File: src/rtl/chesstypes_pkg.sv
// rtl/chesstypes_pkg.sv - shared chess move-generation types and handshake state encoding
package chesstypes;

  localparam int MAX_MOVES_DEFAULT = 8;

  typedef logic [5:0] square_t;

  // Shared between generators and collectors so both sides decode the handshake alike.
  typedef enum logic [1:0] {
    IDLE    = 2'b00,
    REQ     = 2'b01,
    RELEASE = 2'b10,
    READY   = 2'b11
  } collector_state_t;

endpackage

File: src/rtl/king_move_collector_move_buffer.sv
// rtl/king_move_collector_move_buffer.sv - move register file, written at count, read at pointer
module move_buffer
  import chesstypes::*;
#(
  parameter int MAX_MOVES = MAX_MOVES_DEFAULT,
  parameter int CNT_W     = 4
) (
  input  logic             clk,
  input  logic             rst,
  input  logic             clear,
  input  logic             wr_en,
  input  square_t          wr_data,
  input  logic [CNT_W-1:0] rd_addr,
  output square_t          rd_data,
  output logic [CNT_W-1:0] count,
  output logic             full
);

  localparam int IDX_W = $clog2(MAX_MOVES);

  square_t entries [MAX_MOVES];

  assign full    = (count == CNT_W'(MAX_MOVES));
  assign rd_data = entries[rd_addr[IDX_W-1:0]];

  always_ff @(posedge clk or posedge rst) begin
    if (rst) begin
      count <= '0;
    end else if (clear) begin
      count <= '0;
    end else if (wr_en && !full) begin
      count <= count + CNT_W'(1);
    end
  end

  // Contents need no reset; count alone decides what is valid.
  always_ff @(posedge clk) begin
    if (!clear && wr_en && !full) begin
      entries[count[IDX_W-1:0]] <= wr_data;
    end
  end

endmodule

File: src/rtl/king_move_collector.sv
// rtl/king_move_collector.sv - req/ack initiator that gathers generator moves and streams them out
module king_move_collector
  import chesstypes::*;
#(
  parameter int MAX_MOVES = MAX_MOVES_DEFAULT,
  parameter int CNT_W     = 4
) (
  input  logic             clk,
  input  logic             rst,
  input  logic             start,
  output logic             req,
  input  logic             ack,
  input  logic             valid,
  input  square_t          position,
  output logic             busy,
  output logic             done,
  output logic [CNT_W-1:0] move_count,
  output logic             overflow,
  input  logic             rd_en,
  output logic             rd_valid,
  output square_t          rd_data
);

  collector_state_t state, next_state;
  logic [CNT_W-1:0] rd_ptr;
  logic             clear;
  logic             wr_en;
  logic             pop;
  logic             full;

  move_buffer #(
    .MAX_MOVES (MAX_MOVES),
    .CNT_W     (CNT_W)
  ) u_move_buffer (
    .clk     (clk),
    .rst     (rst),
    .clear   (clear),
    .wr_en   (wr_en),
    .wr_data (position),
    .rd_addr (rd_ptr),
    .rd_data (rd_data),
    .count   (move_count),
    .full    (full)
  );

  assign busy     = (state == REQ) || (state == RELEASE);
  assign done     = (state == READY);
  assign rd_valid = done && (rd_ptr < move_count);

  always_comb begin
    next_state = state;
    clear      = 1'b0;
    wr_en      = 1'b0;
    pop        = 1'b0;
    case (state)
      IDLE: begin
        if (start) begin
          next_state = REQ;
          clear      = 1'b1;
        end
      end
      REQ: begin
        wr_en = valid;
        if (ack) next_state = RELEASE;
      end
      RELEASE: begin
        if (!ack) next_state = READY;
      end
      READY: begin
        // A restart takes priority over a pop in the same cycle.
        if (start) begin
          next_state = REQ;
          clear      = 1'b1;
        end else if (rd_en && rd_valid) begin
          pop = 1'b1;
        end
      end
      default: next_state = IDLE;
    endcase
  end

  always_ff @(posedge clk or posedge rst) begin
    if (rst) begin
      state    <= IDLE;
      req      <= 1'b0;
      overflow <= 1'b0;
      rd_ptr   <= '0;
    end else begin
      state <= next_state;
      req   <= (next_state == REQ);
      if (clear) begin
        overflow <= 1'b0;
        rd_ptr   <= '0;
      end else begin
        if (wr_en && full) overflow <= 1'b1;
        if (pop) rd_ptr <= rd_ptr + CNT_W'(1);
      end
    end
  end

endmodule

File: config.mk
export PLATFORM = sky130hd
export DESIGN_NAME = king_move_collector
export DESIGN_NICKNAME = d
export VERILOG_FILES = /design/src/rtl/chesstypes_pkg.sv /design/src/rtl/king_move_collector_move_buffer.sv /design/src/rtl/king_move_collector.sv
export SDC_FILE = /design/constraint.sdc
export NUM_CORES = 1
export LEC_CHECK = 0
export ABC_AREA = 1
export ABC_CLOCK_PERIOD_IN_PS = 2600
export CAP_MARGIN = 10
export CORE_MARGIN = 1.5
export CORE_UTILIZATION = 56
export DETAILED_ROUTE_END_ITERATION = 6
export PLACE_DENSITY = 0.85
export REMOVE_ABC_BUFFERS = 1
export SLEW_MARGIN = 20
export SYNTH_ARGS = -nofsm -noshare
export SYNTH_HDL_FRONTEND = slang
export SYNTH_SLANG_ARGS = --single-unit
File: constraint.sdc
create_clock -name clk -period 2.6 [get_ports clk]
set_clock_uncertainty 0.1 [all_clocks]
set_input_delay 0.52 -clock clk [delete_from_list [all_inputs] [get_ports clk]]
set_output_delay 0.52 -clock clk [all_outputs]
set_load 0.05 [all_outputs]
# Word level (Yosys, flattened, before mapping)
# Memories as Yosys holds them, arrays and structs flattened.
# Index checks and enable logic that the tools add are counted.
# word_totals
elab_cells	46
memories	1
output_inout_bits	15
ram_bits	48
input_bits	12
regBits	12
# classes
n_eq_ne	5
reduce_logical	14
n_lt_le_gt_ge	1
mux	18
addsub	2
# memory_table
name	depth	word_bits	rd	rd_clocked_by_memory_dff	wr	line_no	rtl
u_move_buffer.entries	8	6	1	0	1	king_move_collector_move_buffer.sv:21	square_t entries [MAX_MOVES];
# op_table
cell	n
2-to-1 mux 4 bit	4
2-to-1 mux 1 bit	10
adder 4 x 1 -> 4 bit, second input constant	2
logical AND 1 bit	6
2-to-1 mux 2 bit	3
one-hot mux 2 bit (3 select lines)	1
nonzero test 2 bit	3
== test 2 x 1 -> 1 bit, second input constant	2
== test 2 bit, second input constant	2
== test 4 bit, second input constant	1
less-than comparator 4 bit	1
logical NOT 1 bit	2
logical NOT 2 bit	1
OR reduction 2 bit	1
logical OR 1 bit	1

# Logic depth before layout (Yosys ltp)
# depth
word_depth	8
ltp_mapped	10

# Hierarchy
# Synthesis repeated with hierarchy kept, for this count alone.
# unflattened
cells_unflattened	331
area_unflattened_um2	3034.2
# modules_own_cells
mod	instances	area_per_inst_um2	cells_per_inst
move_buffer	1	2419.8	254
king_move_collector	1	614.3	77

# Worst setup path before layout
# No wires, ideal clock.
# synth_timing
kind	reg2out
from	register u_move_buffer.count[3]
to	output rd_valid
path_stages_with_launch	7
setup_slack_ps	61
path_buffers	0
t_required_ps	1980
arrival_ps	1919
cell_sequence	dfrtp_1 inv_1 ha_1 nand2_1 nand2_1 nor2_1 a21boi_2
# synth_via
elab_chain_len	2
# synth_rtl
element	line_no	rtl
from (decl)	king_move_collector_move_buffer.sv:15	output logic [CNT_W-1:0] count,
from (signal assigned)	king_move_collector_move_buffer.sv:32	count <= count + CNT_W'(1);
less-than comparator 4 bit	king_move_collector.sv:48	assign rd_valid = done && (rd_ptr < move_count);
logical AND 1 bit	king_move_collector.sv:48	
to (decl)	king_move_collector.sv:20	output logic rd_valid,
# Every way passes these cells.

# Final worst setup path
# Ends and elaborated chain as after synthesis.

==> impl_metrics.ini <==
[yosys]
netlist_instances = 260
synth_cell_type_count = 26
post_synth.cell_area_avg_um2 = 10.7
ys_seq_elements = 60
ys.warnings.count = 0
ys_seq_area_share_pct = 62.5
netlist_area_mm2 = 0.00279

[drt]
vias_per_cell = 5.44
route.vias.total = 2006
routed_wirelength_um = 5800
first_iter_violations = 299
wl_per_cell_um = 15.7
post-route-drc-count = 0
detail-route-antenna-nets = 0
drtPass1Iterations = 5

[grt]
grt_use_total_pct = 24.4
grt_max_degree = 27
initial_antenna_violation_count = 0
vias_in_the_first_global_route = 1942
grt_first_pass_wirelength_um = 9250
grt.overflow.total = 0

[finish]
mostFrequentLayoutCells = sky130_fd_sc_hd__nor2_1 (52), sky130_fd_sc_hd__edfxtp_1 (48), sky130_fd_sc_hd__o21ai_0 (40)
final_nets = 320
insertedDiodeCount = 0
area_taken_by_multi_input_logic_gates_um2 = 888
finish.instance_area_mm2 = 0.00334
layout_filler_cell_count = 338
drive_gt1_share_pct = 16.6
area_growth_pct = 20.0
final_common_cell = sky130_fd_sc_hd__nor2_1
area.sequential_mm2 = 0.00174
instances_no_fill = 369

[clocking]
clk_pin_slew_ns = 0.06
clkLatencyLatePin_ns = 0.33
clock_tree.root_cell = sky130_fd_sc_hd__clkbuf_8
clock_path_buffers = 2
numCtsBuffers = 9
tritoncts_clock_tree = done
post_cts.repair.setup_buffers = 0
cts_htree_levels = 3
cts_num_sinks = 60

[critical_path]
timing.critical_path.cells = inv_1 -> ha_1 -> nand2_1 -> nand2_1 -> nor2_1 -> a21boi_2 -> buf_12
critPathSlowestCell = sky130_fd_sc_hd__dfrtp_1
worst_setup_path_start_kind = flip-flop
required_arrival_time_at_the_worst_endpoint_ns = 1.98
cpPeakStageDelay_ns = 0.37
worst-setup-path-type = reg2out
critPathMostFrequentCell = sky130_fd_sc_hd__nand2_1
worst-endpoint-arrival_ns = 1.89
setup.worst_path.end_class = output port
critical_path_peak_fanout = 3

[place]
port-buffer-count = 26
placedInstanceArea_mm2 = 0.00319
gp_congestion = 0.830
preCtsSetupSlack_ns = 0.219
placedCellCount = 354
dp_hpwl_um = 3950

[power]
power_leakage_uw = 0.00131
cellPowerDensity_mw_per_mm2 = 1130
ir_drop_mv = 0.539

[die]
die_width_um = 73.5
fp.dieArea_mm2 = 0.00541
design.portCount = 27
floorplan.rows = 25
initial_core_util_pct = 58.6
die_y_um = 73.5
core_region_area_mm2 = 0.00475

[sta]
period_share_pct = 96.6
period_needed_ns = 2.51
fin_tns_setup_ns = 0
fmax_ghz = 0.398
worst_pin_slew_ns = 0.524
final_worst_slack_ns = 0.0880
rsz0062_at_grt = no
final-setup-viol-count = 0
final-max-slew-violation-count = 0
hold_viol = 0
max_slew_margin_pct = 64.9

[worst_hold_path]
min_path_type = reg2reg

[run_status]
result_of_the_run = finished, final reports clean

[job]
cap_viol_max_count = 0
-- final cells by class --
type	instances	share of cell area (%)
Clock inverter	3	0.449
Multi-Input combinational cell	174	26.6
Sequential cell	60	52.2
Tap cell	67	2.51
Timing Repair Buffer	36	12.1
Clock buffer	12	4.04
Inverter	17	2.21
-- report_power, final --
group / internal, uW / switching (uW) / leakage (uW)
sequential: 1130 / 118 / 0.000589
clock: 336 / 327 / 0.0000800
combinational: 706 / 1160 / 0.000643
-- per-stage QoR --
step	hold WS (ns)	utilization [%]	power [uW]
final	0.403	70.3	3780
after global routing	0.431	70.3	4000
after CTS	0.411	70.3	3790
after detailed placement	0.395	67.1	3120
after global placement	0.398	67.1	3060
after floorplan	0.285	-	2380
-- path summary, 6_finish.rpt --
| path | from | endpoint | slack (ns) | cells after the start |
|---|---|---|---|---|
| worst max-delay path | u_move_buffer.count[3] | rd_valid | 0.09 | 7 |
| worst max register to register | u_move_buffer.count[0] | u_move_buffer.entries[4][2] | 0.38 | 9 |
| min in group asynchronous | rst | u_move_buffer.count[0] | 0.41 | 2 |
| worst min register to register | overflow | overflow | 0.40 | 2 |
| worst min-delay path | overflow | overflow | 0.40 | 2 |
| max in group asynchronous | rst | rd_ptr[0] | 1.62 | 2 |
-- flip-flops by register name, summed over array words and instances (netlist names) --
name / flops
overflow: 1
req: 1
state: 2
u_move_buffer.count: 4
u_move_buffer.entries: 48
rd_ptr: 4
-- Yosys cell counts --
cell / instances / area [um^2]
sky130_fd_sc_hd__and2_1: 1 / 6.26
sky130_fd_sc_hd__nand2_2: 8 / 50.1
sky130_fd_sc_hd__o21ai_0: 40 / 200
sky130_fd_sc_hd__nand3_4: 1 / 17.5
sky130_fd_sc_hd__a31oi_1: 1 / 6.26
sky130_fd_sc_hd__ha_1: 10 / 125
sky130_fd_sc_hd__nand3_1: 7 / 35.0
sky130_fd_sc_hd__buf_6: 5 / 56.3
sky130_fd_sc_hd__inv_2: 1 / 3.75
sky130_fd_sc_hd__a21oi_1: 4 / 20.0
sky130_fd_sc_hd__nand2_1: 39 / 146
sky130_fd_sc_hd__or2_2: 1 / 6.26
sky130_fd_sc_hd__nor2_2: 1 / 6.26
sky130_fd_sc_hd__nor2_1: 52 / 195
sky130_fd_sc_hd__inv_1: 14 / 52.6
sky130_fd_sc_hd__a21boi_2: 2 / 22.5
sky130_fd_sc_hd__inv_8: 1 / 11.3
sky130_fd_sc_hd__buf_2: 1 / 5.00
sky130_fd_sc_hd__o21ai_1: 4 / 20.0
sky130_fd_sc_hd__dfrtp_1: 12 / 300
sky130_fd_sc_hd__clkbuf_2: 1 / 5.00
sky130_fd_sc_hd__buf_4: 2 / 15.0
sky130_fd_sc_hd__xor2_1: 1 / 8.76
sky130_fd_sc_hd__edfxtp_1: 48 / 1440
sky130_fd_sc_hd__inv_4: 1 / 6.26
sky130_fd_sc_hd__nor2_4: 2 / 22.5
-- critical path: cells and delay by family, from the launching register on --
kind	cells	cell delay (ns)
AOI/OAI and AO/OA	1	0.28
DFF	1	0.37
buffers and inverters	2	0.26
adders and majority gates	1	0.32
and+or+nand+nor	3	0.33
-- routing by layer --
metal | wire length (um) | GRT usage [%] | up-vias
met4 | 92 | 10.1 | 0
met2 | 2680 | 36.8 | 81
met5 | 0 | 0 | -
li1 | - | - | 960
met3 | 363 | 7.00 | 11
met1 | 2670 | 33.5 | 954
-- timing repair --
item,in CTS,in global routing
hold buffers,0,0
resized for setup,1,1
endpoints found under the setup margin,6,1
-- cells by family (layout without fill, tap and decap cells) --
family | after synthesis | count (layout) | share of synthesized area, %
flops | 60 | 60 | 62.5
xor+xnor | 1 | 1 | 0.315
compound gates | 51 | 51 | 9.66
buf+inv | 26 | 68 | 5.57
simple gates | 112 | 112 | 17.4
fa+ha+maj | 10 | 10 | 4.49
(Power assumes the default switching activity.)
